--- src/rtl/hist_ram_arbiter_if.sv ---
`default_nettype none
// ============================================================================
//  Module   : hist_ram_arbiter_if
//  Purpose  : Avalon-MM style requester bus for one port of the histogram
//             RAM arbiter (command, stall, read return).
//  Signals  : addr/read/write/writedata   requester -> arbiter
//             waitrequest                 arbiter -> requester (stall)
//             readdata/readdatavalid      arbiter -> requester (read return)
//  Modports : master = requester side, slave = arbiter side
//  Revision : 1.0  initial release
// ============================================================================
interface hist_ram_arbiter_if #(
  parameter int AW = 12,
  parameter int DW = 32
);
  logic [AW-1:0] addr;
  logic          read;
  logic          write;
  logic [DW-1:0] writedata;
  logic          waitrequest;
  logic [DW-1:0] readdata;
  logic          readdatavalid;

  modport master (
    output addr, read, write, writedata,
    input  waitrequest, readdata, readdatavalid
  );

  modport slave (
    input  addr, read, write, writedata,
    output waitrequest, readdata, readdatavalid
  );
endinterface
`default_nettype wire

--- src/rtl/hist_ram_arbiter.sv ---
`default_nettype none
// ============================================================================
//  Module   : hist_ram_arbiter
//  Purpose  : Shares one single-port histogram RAM between two requesters
//             (A = JTAG master, B = host channel). One command per cycle,
//             combinational grant, read data returned to the issuer after a
//             fixed RAM latency, saturating per-port grant counters.
//  Ports    : clk, rst_n          clock, async active-low reset
//             pri_fixed          0 = round-robin, 1 = port B strict priority
//             clr_stats          synchronous clear of cnt_a/cnt_b
//             a_bus, b_bus       requester buses (slave modport)
//             ram_addr/ram_data/ram_wren/ram_q   RAM interface
//             cnt_a, cnt_b       granted-command counters
//  Revision : 1.0  initial release
// ============================================================================
module hist_ram_arbiter #(
  parameter int AW     = 12,
  parameter int DW     = 32,
  parameter int RD_LAT = 2,
  parameter int CNT_W  = 16
) (
  input  wire               clk,
  input  wire               rst_n,
  input  wire               pri_fixed,
  input  wire               clr_stats,
  hist_ram_arbiter_if.slave a_bus,
  hist_ram_arbiter_if.slave b_bus,
  output logic [AW-1:0]     ram_addr,
  output logic [DW-1:0]     ram_data,
  output logic              ram_wren,
  input  wire  [DW-1:0]     ram_q,
  output logic [CNT_W-1:0]  cnt_a,
  output logic [CNT_W-1:0]  cnt_b
);

  localparam logic c_PORT_A = 1'b0;
  localparam logic c_PORT_B = 1'b1;

  logic              r_last_grant;
  logic              w_req_a;
  logic              w_req_b;
  logic              w_gnt_a;
  logic              w_gnt_b;
  logic              w_rd_issue;
  logic [RD_LAT-1:0] r_rd_vld;
  logic [RD_LAT-1:0] r_rd_own;
  logic [CNT_W-1:0]  r_cnt_a;
  logic [CNT_W-1:0]  r_cnt_b;

  // Arbitration: B wins when alone, under strict priority, or when A had
  // the previous grant; A wins every other requesting case.
  always_comb begin
    w_req_a = a_bus.read | a_bus.write;
    w_req_b = b_bus.read | b_bus.write;
    w_gnt_b = w_req_b & (~w_req_a | pri_fixed | (r_last_grant == c_PORT_A));
    w_gnt_a = w_req_a & ~w_gnt_b;
  end

  always_ff @(posedge clk or negedge rst_n) begin
    if (!rst_n) begin
      r_last_grant <= c_PORT_B;
    end else if (w_gnt_a | w_gnt_b) begin
      r_last_grant <= w_gnt_b ? c_PORT_B : c_PORT_A;
    end
  end

  assign a_bus.waitrequest = w_req_a & ~w_gnt_a;
  assign b_bus.waitrequest = w_req_b & ~w_gnt_b;

  // RAM drive: port A's bus is parked on the RAM when nobody is granted.
  // A write has priority over a read asserted in the same command.
  always_comb begin
    ram_addr   = w_gnt_b ? b_bus.addr      : a_bus.addr;
    ram_data   = w_gnt_b ? b_bus.writedata : a_bus.writedata;
    ram_wren   = rst_n & ((w_gnt_a & a_bus.write) | (w_gnt_b & b_bus.write));
    w_rd_issue = (w_gnt_a & a_bus.read & ~a_bus.write)
               | (w_gnt_b & b_bus.read & ~b_bus.write);
  end

  // Read return tracker: {valid, owner} travels alongside the RAM pipeline
  // so the last stage lines up with ram_q.
  generate
    if (RD_LAT == 1) begin : g_lat1
      always_ff @(posedge clk or negedge rst_n) begin
        if (!rst_n) begin
          r_rd_vld <= '0;
          r_rd_own <= '0;
        end else begin
          r_rd_vld <= w_rd_issue;
          r_rd_own <= w_gnt_b;
        end
      end
    end else begin : g_latn
      always_ff @(posedge clk or negedge rst_n) begin
        if (!rst_n) begin
          r_rd_vld <= '0;
          r_rd_own <= '0;
        end else begin
          r_rd_vld <= {r_rd_vld[RD_LAT-2:0], w_rd_issue};
          r_rd_own <= {r_rd_own[RD_LAT-2:0], w_gnt_b};
        end
      end
    end
  endgenerate

  assign a_bus.readdatavalid = r_rd_vld[RD_LAT-1] & (r_rd_own[RD_LAT-1] == c_PORT_A);
  assign b_bus.readdatavalid = r_rd_vld[RD_LAT-1] & (r_rd_own[RD_LAT-1] == c_PORT_B);
  assign a_bus.readdata      = ram_q;
  assign b_bus.readdata      = ram_q;

  // Saturating grant counters; clear overrides a same-cycle increment.
  always_ff @(posedge clk or negedge rst_n) begin
    if (!rst_n) begin
      r_cnt_a <= '0;
      r_cnt_b <= '0;
    end else if (clr_stats) begin
      r_cnt_a <= '0;
      r_cnt_b <= '0;
    end else begin
      if (w_gnt_a && (r_cnt_a != '1)) r_cnt_a <= r_cnt_a + 1'b1;
      if (w_gnt_b && (r_cnt_b != '1)) r_cnt_b <= r_cnt_b + 1'b1;
    end
  end

  assign cnt_a = r_cnt_a;
  assign cnt_b = r_cnt_b;

endmodule
`default_nettype wire

--- src/flat_wrapper.sv ---
// flat-port wrapper written by rule: the top's interface ports become plain ports
module hist_ram_arbiter_flat 
#(
  parameter int AW     = 12,
  parameter int DW     = 32,
  parameter int RD_LAT = 2,
  parameter int CNT_W  = 16
)
  (clk, rst_n, pri_fixed, clr_stats, ram_addr, ram_data, ram_wren, ram_q, cnt_a, cnt_b, a_bus_addr, a_bus_read, a_bus_write, a_bus_writedata, a_bus_waitrequest, a_bus_readdata, a_bus_readdatavalid, b_bus_addr, b_bus_read, b_bus_write, b_bus_writedata, b_bus_waitrequest, b_bus_readdata, b_bus_readdatavalid);
  hist_ram_arbiter_if #(.AW(AW), .DW(DW)) a_bus_i ();
  hist_ram_arbiter_if #(.AW(AW), .DW(DW)) b_bus_i ();
  input  wire clk;
  input  wire rst_n;
  input  wire pri_fixed;
  input  wire clr_stats;
  output logic [AW-1:0] ram_addr;
  output logic [DW-1:0] ram_data;
  output logic ram_wren;
  input  wire  [DW-1:0] ram_q;
  output logic [CNT_W-1:0] cnt_a;
  output logic [CNT_W-1:0] cnt_b;
  input wire logic [$bits(a_bus_i.addr)-1:0] a_bus_addr;
  input wire logic [$bits(a_bus_i.read)-1:0] a_bus_read;
  input wire logic [$bits(a_bus_i.write)-1:0] a_bus_write;
  input wire logic [$bits(a_bus_i.writedata)-1:0] a_bus_writedata;
  output wire logic [$bits(a_bus_i.waitrequest)-1:0] a_bus_waitrequest;
  output wire logic [$bits(a_bus_i.readdata)-1:0] a_bus_readdata;
  output wire logic [$bits(a_bus_i.readdatavalid)-1:0] a_bus_readdatavalid;
  input wire logic [$bits(b_bus_i.addr)-1:0] b_bus_addr;
  input wire logic [$bits(b_bus_i.read)-1:0] b_bus_read;
  input wire logic [$bits(b_bus_i.write)-1:0] b_bus_write;
  input wire logic [$bits(b_bus_i.writedata)-1:0] b_bus_writedata;
  output wire logic [$bits(b_bus_i.waitrequest)-1:0] b_bus_waitrequest;
  output wire logic [$bits(b_bus_i.readdata)-1:0] b_bus_readdata;
  output wire logic [$bits(b_bus_i.readdatavalid)-1:0] b_bus_readdatavalid;
  assign a_bus_i.addr = a_bus_addr;
  assign a_bus_i.read = a_bus_read;
  assign a_bus_i.write = a_bus_write;
  assign a_bus_i.writedata = a_bus_writedata;
  assign a_bus_waitrequest = a_bus_i.waitrequest;
  assign a_bus_readdata = a_bus_i.readdata;
  assign a_bus_readdatavalid = a_bus_i.readdatavalid;
  assign b_bus_i.addr = b_bus_addr;
  assign b_bus_i.read = b_bus_read;
  assign b_bus_i.write = b_bus_write;
  assign b_bus_i.writedata = b_bus_writedata;
  assign b_bus_waitrequest = b_bus_i.waitrequest;
  assign b_bus_readdata = b_bus_i.readdata;
  assign b_bus_readdatavalid = b_bus_i.readdatavalid;
  hist_ram_arbiter #(.AW(AW), .DW(DW), .RD_LAT(RD_LAT), .CNT_W(CNT_W)) u_core (.clk(clk), .rst_n(rst_n), .pri_fixed(pri_fixed), .clr_stats(clr_stats), .a_bus(a_bus_i), .b_bus(b_bus_i), .ram_addr(ram_addr), .ram_data(ram_data), .ram_wren(ram_wren), .ram_q(ram_q), .cnt_a(cnt_a), .cnt_b(cnt_b));
endmodule
--- config.mk ---
export PLATFORM = sky130hd
export DESIGN_NAME = hist_ram_arbiter_flat
export DESIGN_NICKNAME = d
export VERILOG_FILES = /design/src/rtl/hist_ram_arbiter_if.sv /design/src/rtl/hist_ram_arbiter.sv /design/src/flat_wrapper.sv
export SDC_FILE = /design/constraint.sdc
export NUM_CORES = 1
export LEC_CHECK = 0
export BUFFER_PORTS_ARGS = -buffer_cell sky130_fd_sc_hd__buf_2
export CAP_MARGIN = 10
export CORE_AREA = 3 3 105 107
export DETAILED_ROUTE_END_ITERATION = 12
export DIE_AREA = 0 0 108 110
export MAX_ROUTING_LAYER = met4
export PLACE_DENSITY = 0.68
export SLEW_MARGIN = 20
export SYNTH_ARGS = -nofsm -noshare
export SYNTH_HDL_FRONTEND = slang
export SYNTH_SLANG_ARGS = --single-unit
--- constraint.sdc ---
create_clock -name clk -period 2.27 [get_ports clk]
set_clock_uncertainty 0.05 [all_clocks]
set_input_delay 0.227 -clock clk [delete_from_list [all_inputs] [get_ports clk]]
set_output_delay 0.227 -clock clk [all_outputs]
set_load 0.05 [all_outputs]
==> metrics, run 1 <==
Seq/Total Area, Yosys=0.303; Die Ht=110 µm; Tcrit/Tclk final=0.958; gr ovfl total=0; Post-synth EDFFs=0; area delta synth->final=27.1%; crit path kind=reg2out; CP Launch Type=flip-flop; die area=11900 µm²; TritonCTS Buffers=5; CTS Buffer Depth=2; Total GRT Usage=0.184; Cell Rows=37; cell with the most instances after synthesis=nand2_1; WL/cell=17.9 µm; dominant cell type by area after synthesis=dfrtp_1; fin crit period=2.18 ns; Max Slew Vio Count=0; DR vias/cell=4.68; Final Net Count=661; worst reg-to-reg path cell count=6; worst vdd ir=277 µV; Synth Cell Area=3060 µm²; dpl cell area=3750 µm²; final instance area=3880 µm²; vias=3129; RSZ-0062 raised after global routing=no; Root Buffer=clkbuf_8; CTS tree=done; fillcell total=1082; synth top area cells=dfrtp_1 29%, nand2_1 18%, buf_4 16%; yosys warns=0; hold crit path type=in2reg; I/O pin cnt=273; layout cells sized above 1=0.389; most instantiated cells after synthesis=148 x nand2_1, 64 x buf_4, 36 x dfrtp_1; Pwr Density=563 nW/µm²; Clock transition at path regs=0.07 ns; drt drc=0; Leak=2.09 nW; number of global-route vias before repair=2539; initial antenna violation count=0; GPL Wtd Cong=0.857; I/O Buffers=176; Synth Flop Type=dfrtp_1; hold path depth=2; DRT Wirelength=12.0 mm; asr flop ratio synth=1.00; Die X-Extent=108 µm; Initial Utilization=0.299; post-synth net total=547; Worst Max-Slew Pin Slew=0.884 ns; CP Max Fanout=28; ANT cells=0; Required @ worst endpoint=1.99 ns; Setup crit end kind=output port; Cell variety after synth=50; final setup fails=0; post-synthesis register bit count=37; Detail Placement HPWL=10.3 mm; H-tree Lvls=2; core footprint=10200 µm²; setup_tns=0 ns; normalized max-slew margin=0.411; fmax=0.460 GHz; Iter 0 DRT Violations=246; syn avg cell area=7.33 µm²; drt pass-1 iters=4; Yosys top cell area share=0.295; Crit path arrival time=1.90 ns; clk sinks=37; Worst-Skew Late Latency=0.29 ns; Syn Inst Count=417; pin count of the biggest net entering global routing=40; Hold Fails Final Rpt=0; Final ANT Viol Nets=0; postcts setup bufs=0; first-pass GRT wire length=15.6 mm; status=complete, no violations; max-cap violations=0
[final timing paths]
check	startpoint	end	slack, ns
max reg2reg	u_core.cnt_a[0]	u_core.cnt_a[9]	0.20
max in group asynchronous	rst_n	u_core.r_last_grant	1.28
min	b_bus_write	u_core.r_rd_vld[0]	0.17
min in group asynchronous	rst_n	u_core.cnt_a[8]	0.51
min reg2reg	u_core.r_rd_own[0]	u_core.r_rd_own[1]	0.30
max	u_core.r_last_grant	ram_data[1]	0.09
[routing by layer]
| layer | vias to the layer above | GRT usage | part of all wire |
|---|---|---|---|
| met5 | - | - | 0 |
| li1 | 1523 | - | - |
| met1 | 1416 | 0.194 | 0.34 |
| met2 | 167 | 0.239 | 0.41 |
| met3 | 23 | 0.194 | 0.23 |
| met4 | 0 | 0.0352 | 0.016 |
[timing repair]
action                     in CTS  in global routing
hold endpoints to repair       25                  0
pin swaps                       0                  1
gates resized for setup         1                  3
setup endpoints to repair       2                  3
hold buffers                    1                  0
[layout make-up]
cell class              instances  area [µm²]  share of cell area
repair buffers                187        1090               0.281
well taps                     136         170              0.0438
clock buffers                   6        72.6              0.0187
inverters                       4        17.5             0.00451
clock inverters                 2        38.8             0.00999
multi-input cells             296        1570               0.403
flip-flops and latches         37         927               0.239
[state kept, by name (all words and copies together) (netlist names)]
signal and flops:
u_core.r_rd_vld 2, u_core.r_rd_own 2, u_core.cnt_a 16, u_core.r_last_grant 1, u_core.cnt_b 16
[where the power goes]
part	switching [mW]	internal, mW
clock	0.231	0.330
combinational	0.662	0.269
sequential	0.0151	0.680
total	0.909	1.28
[critical path, stage by stage (launching register included)]
cell,delay (ns)
dfstp_2,0.54
nand2b_1,0.10
o21ai_4,0.21
inv_4,0.13
buf_12,0.19
nand2_1,0.15
nand2_1,0.07
buf_2,0.21
[through the flow]
| stage | total power [mW] | hold slack, ns | instances | utilization | worst slack, ns |
|---|---|---|---|---|---|
| floorplan | 1.60 | -0.119 | 417 | - | 0.00302 |
| global placement | 1.63 | 0.283 | 659 | 0.367 | 0.297 |
| detailed placement | 1.64 | 0.285 | 659 | 0.367 | 0.226 |
| CTS | 2.22 | 0.166 | 668 | 0.379 | 0.0358 |
| global route | 2.30 | 0.177 | 668 | 0.380 | 0.00525 |
| finish | 2.19 | 0.174 | 668 | 0.380 | 0.0943 |
[cells by family after synthesis]
group                    Yosys count  share of synthesized area
multiplexers                       5                     0.0180
XOR/XNOR                          20                     0.0573
buffers and inverters             84                      0.186
AO/OA/AOI/OAI                     33                     0.0811
adder cells (fa/ha/maj)            2                    0.00819
AND/OR/NAND/NOR                  236                      0.346
flip-flops                        37                      0.303
[cells in the final DEF, fill, tap and decap left out, types with 3 or more instances in the layout]
master      n
buf_2     169
nand2_1   148
dfrtp_1    36
nor2_1     33
xnor2_1    19
a21oi_1    10
nand3_1     9
buf_12      8
buf_4       8
nand4_1     7
nor3_1      6
o21ai_0     6
nor2b_1     5
nor4_1      5
clkbuf_8    5
and4_1      4
a211oi_1    4
mux2i_1     4
or3_1       3
inv_1       3
(Power assumes the default switching activity.)
==> inputs of run 2 (changes only) <==
- PLACE_DENSITY: 0.68 -> 0.66
==> metrics, run 2 (synthesized netlist as in run 1, its figures left out) <==
status=complete, no violations; combinational share of power=0.468; Pwr Density=549 nW/µm²; drt pass-1 iters=4; area delta synth->final=31.3%; Most common cell on crit path=nand2_1; Hold Fails Final Rpt=0; RSZ-0062 raised after global routing=no; Die Ht=110 µm; postcts setup bufs=0; Clock transition at path regs=0.08 ns; utilization after layout=0.392; max-cap violations=0; Pint=1.23 mW; Required @ worst endpoint=1.99 ns; WL/cell=20.2 µm; most frequent cells in the layout=152 x buf_2, 148 x nand2_1, 36 x dfrtp_1, 33 x nor2_1, 19 x xnor2_1; Cell Rows=37; pre-CTS WS=0.209 ns; CTS Buffer Depth=2; I/O Buffers=176; GPL Wtd Cong=0.827; CP top delay family=flip-flops; drt drc=0; slowest CP cell=dfstp_2; Final ANT Viol Nets=0; Worst Max-Slew Pin Slew=0.873 ns; Root Buffer=clkbuf_8; TritonCTS Buffers=5; overall power=2.20 mW; CTS tree=done; NetSw=0.970 mW; Setup crit end kind=output port; most common cell after layout, fill and taps aside=buf_2; H-tree Lvls=2; DR vias/cell=4.69; crit-path max cell delay=0.55 ns; Worst-Skew Late Latency=0.29 ns; first-pass GRT wire length=17.8 mm; initial antenna violation count=1; Leak=2.11 nW; switch share=0.441; Total GRT Usage=0.212; setup_tns=0 ns; pin count of the biggest net entering global routing=46; fmax=0.463 GHz; Flop pwr share=0.316; gr ovfl total=0; Max Slew Vio Count=0; layout cells sized above 1=0.388; fin crit period=2.16 ns; CP Max Fanout=31; final setup fails=0; Die X-Extent=108 µm; vias=3126; clk sinks=37; hold crit path type=in2reg; Crit path arrival time=1.88 ns; Buf/Inv on CP=2; crit path kind=reg2out; core footprint=10200 µm²; Placed Cells=656; Worst Slack Setup Final=0.110 ns; I/O pin cnt=273; Iter 0 DRT Violations=190; number of global-route vias before repair=2839; DRT Wirelength=13.4 mm; normalized max-slew margin=0.418; Clk pwr share=0.216; Tcrit/Tclk final=0.952; worst vdd ir=209 µV; Final Net Count=658; final cell count without fillers=666; CP Launch Type=flip-flop; die area=11900 µm²; Initial Utilization=0.299; Detail Placement HPWL=11.4 mm; chain of cells forming the critical path=nand2b_2, o21ai_4, buf_12, nand2_1, nand2_1, buf_2
run 2: path summary, 6_finish.rpt:
path                                     startpoint             endpoint  slack (ns)  cells after the start
worst min-delay path                    b_bus_write   u_core.r_rd_vld[0]        0.14                      2
worst max-delay path            u_core.r_last_grant         ram_data[14]        0.11                      6
worst max register to register      u_core.cnt_a[0]      u_core.cnt_a[9]        0.18                      6
max in group asynchronous                     rst_n  u_core.r_last_grant        1.28                      3
min in group asynchronous                     rst_n     u_core.cnt_b[13]        0.53                      3
worst min register to register   u_core.r_rd_vld[0]   u_core.r_rd_vld[1]        0.31                      0
run 2: what timing repair did:
| action | CTS | global route |
|---|---|---|
| hold endpoints to repair | 5 | 0 |
| gates resized for setup | 3 | 12 |
| endpoints found under the setup margin | 36 | 40 |
| pin swaps | 0 | 1 |
| hold buffers | 1 | 0 |
run 2: metal layers:
| layer | part of all wire | up-vias | GRT usage |
|---|---|---|---|
| met5 | 0 | - | - |
| met4 | 0.012 | 0 | 0.0307 |
| met3 | 0.23 | 34 | 0.231 |
| met2 | 0.43 | 154 | 0.304 |
| met1 | 0.33 | 1420 | 0.199 |
| li1 | - | 1518 | - |
run 2: worst reg2reg max path, stage by stage (launching register included):
cell and delay [ns]:
dfrtp_1 0.41, ha_1 0.26, nand2_1 0.13, nor3_4 0.48, a211oi_4 0.15, and3_4 0.23
mux2_4 0.28
run 2: through the flow:
stage	hold slack [ns]	area, µm²
2_1_floorplan	-0.119	3060
3_3_place_gp	0.289	3870
3_5_place_dp	0.292	3870
4_1_cts	0.115	3980
5_1_grt	0.143	4010
6_report	0.137	4010
run 2: layout make-up:
cell class	count	area, µm²
Fill cell	1072	6220
Multi-Input combinational cell	296	1570
Timing Repair Buffer	184	1240
Sequential cell	37	927
Tap cell	136	170
Clock buffer	6	72.6
Inverter	4	20.0
Clock inverter	2	15.0
Antenna cell	1	2.50
run 2: power by group through the flow:
stage / Combinational (mW) / Sequential [mW] / Clock (mW)
after floorplan: 0.863 / 0.742 / 0
after global placement: 1.01 / 0.707 / 0
after detailed placement: 1.01 / 0.709 / 0
after CTS: 1.02 / 0.696 / 0.495
after global routing: 1.09 / 0.698 / 0.524
final: 1.03 / 0.696 / 0.477
==> inputs of run 3 (changes only) <==
- CTS_CLUSTER_SIZE: not set -> 14
- PLACE_DENSITY: 0.66 -> 0.62
==> metrics, run 3 (synthesized netlist as in run 1, its figures left out) <==
max-cap violations=0; drt pass-1 iters=4; Placed Cells=656; Worst Max-Slew Pin Slew=0.907 ns; gr ovfl total=0; layout cells sized above 1=0.391; pin count of the biggest net entering global routing=46; Pwr Density=573 nW/µm²; TritonCTS Buffers=5; Cell Rows=37; DR vias/cell=4.80; RSZ-0062 raised after global routing=no; Leak=2.13 nW; most frequent cells in the layout=151 x buf_2, 148 x nand2_1, 36 x dfrtp_1, 33 x nor2_1, 19 x xnor2_1; chain of cells forming the critical path=nand2b_2, o21ai_4, buf_12, buf_8, nand2_1, nand2_1, clkbuf_4; Initial Utilization=0.299; dpl cell area=3780 µm²; Reg2Reg Setup Slack=0.15 ns; CP Launch Type=flip-flop; fmax=0.463 GHz; Clock transition at path regs=0.08 ns; initial antenna violation count=0; Root Buffer=clkbuf_8; H-tree Lvls=2; clk sinks=37; Tcrit/Tclk final=0.951; first-pass GRT wire length=17.5 mm; status=complete, no violations; Pint=1.33 mW; fin crit period=2.16 ns; final setup fails=0; crit path kind=reg2out; drt drc=0; CTS Buffer Depth=2; ANT cells=0; Final Net Count=661; hold crit path type=in2reg; I/O Buffers=176; CTS tree=done; Detail Placement HPWL=11.3 mm; Setup crit end kind=output port; Iter 0 DRT Violations=211; switch share=0.421; slowest CP cell=dfstp_2; Required @ worst endpoint=1.99 ns; setup_tns=0 ns; Buf/Inv on CP=3; fillcell total=1090; utilization after layout=0.392; Clk pwr share=0.256; Worst-Skew Late Latency=0.30 ns; I/O pin cnt=273; Flop pwr share=0.302; CP Max Fanout=21; die area=11900 µm²; Final ANT Viol Nets=0; Die X-Extent=108 µm; area delta synth->final=31.4%; Most common cell on crit path=nand2_1; Total GRT Usage=0.212; NetSw=0.968 mW; WL/cell=20.3 µm; final cell count without fillers=668; Crit path arrival time=1.88 ns; overall power=2.30 mW; CP top delay family=flip-flops; normalized max-slew margin=0.395; worst vdd ir=270 µV; number of global-route vias before repair=2834; Max Slew Vio Count=0; crit-path max cell delay=0.55 ns; combinational share of power=0.441; GPL Wtd Cong=0.811; most common cell after layout, fill and taps aside=buf_2; Hold Fails Final Rpt=0; vias=3205; DRT Wirelength=13.6 mm; final instance area=4010 µm²; Die Ht=110 µm; core footprint=10200 µm²
run 3: cell count changes in the layout (fill, tap and decap cells not counted):
cell	delta
bufinv_16	+1
clkinv_4	+1
buf_12	-5
clkinvlp_4	-2
buf_4	+6
buf_2	-1
clkbuf_4	+2
diode_2	-1
clkbuf_16	+1
run 3: timing repair:
action                     in CTS  in global routing
pin swaps                       0                  1
setup buffers                   0                  2
cloned                          0                  1
hold endpoints to repair       16                  0
resized for setup               9                 13
hold buffers                    1                  0
setup endpoints to repair      43                 44
run 3: final cells by class:
type	count	area [µm²]	share of cell area
Sequential cell	37	927	0.231
Clock inverter	2	38.8	0.00966
Timing Repair Buffer	187	1220	0.303
Clock buffer	6	72.6	0.0181
Tap cell	136	170	0.0424
Multi-Input combinational cell	296	1570	0.391
Inverter	4	20.0	0.00499
run 3: power by group through the flow:
stage | combinational [mW] | sequential, mW | clock [mW]
after detailed placement | 0.965 | 0.709 | 0
final | 1.02 | 0.696 | 0.590
after global routing | 1.08 | 0.699 | 0.634
after CTS | 0.982 | 0.696 | 0.598
after global placement | 0.957 | 0.707 | 0
after floorplan | 0.863 | 0.742 | 0
run 3: final timing paths:
| path | from | to | cells after the start |
|---|---|---|---|
| max | u_core.r_last_grant | ram_addr[11] | 7 |
| min | b_bus_write | u_core.r_rd_vld[0] | 2 |
| max reg2reg | u_core.cnt_a[0] | u_core.cnt_a[9] | 6 |
| min reg2reg | u_core.r_rd_own[0] | u_core.r_rd_own[1] | 0 |
| max in group asynchronous | rst_n | u_core.r_last_grant | 3 |
| min in group asynchronous | rst_n | u_core.cnt_a[8] | 3 |
run 3: per-stage QoR:
step | setup slack, ns | hold slack [ns]
4_1_cts | -0.0132 | 0.116
3_5_place_dp | 0.169 | 0.291
3_3_place_gp | 0.215 | 0.282
5_1_grt | 0.0354 | 0.143
6_report | 0.110 | 0.126
2_1_floorplan | 0.00302 | -0.119
run 3: routing by layer:
layer  vias up  GRT usage  wire [µm]
li1       1525          -          -
met1      1484      0.193       4340
met2       161      0.297       5820
met3        35      0.220       3060
met4         0     0.0721        354
met5         -          -          0
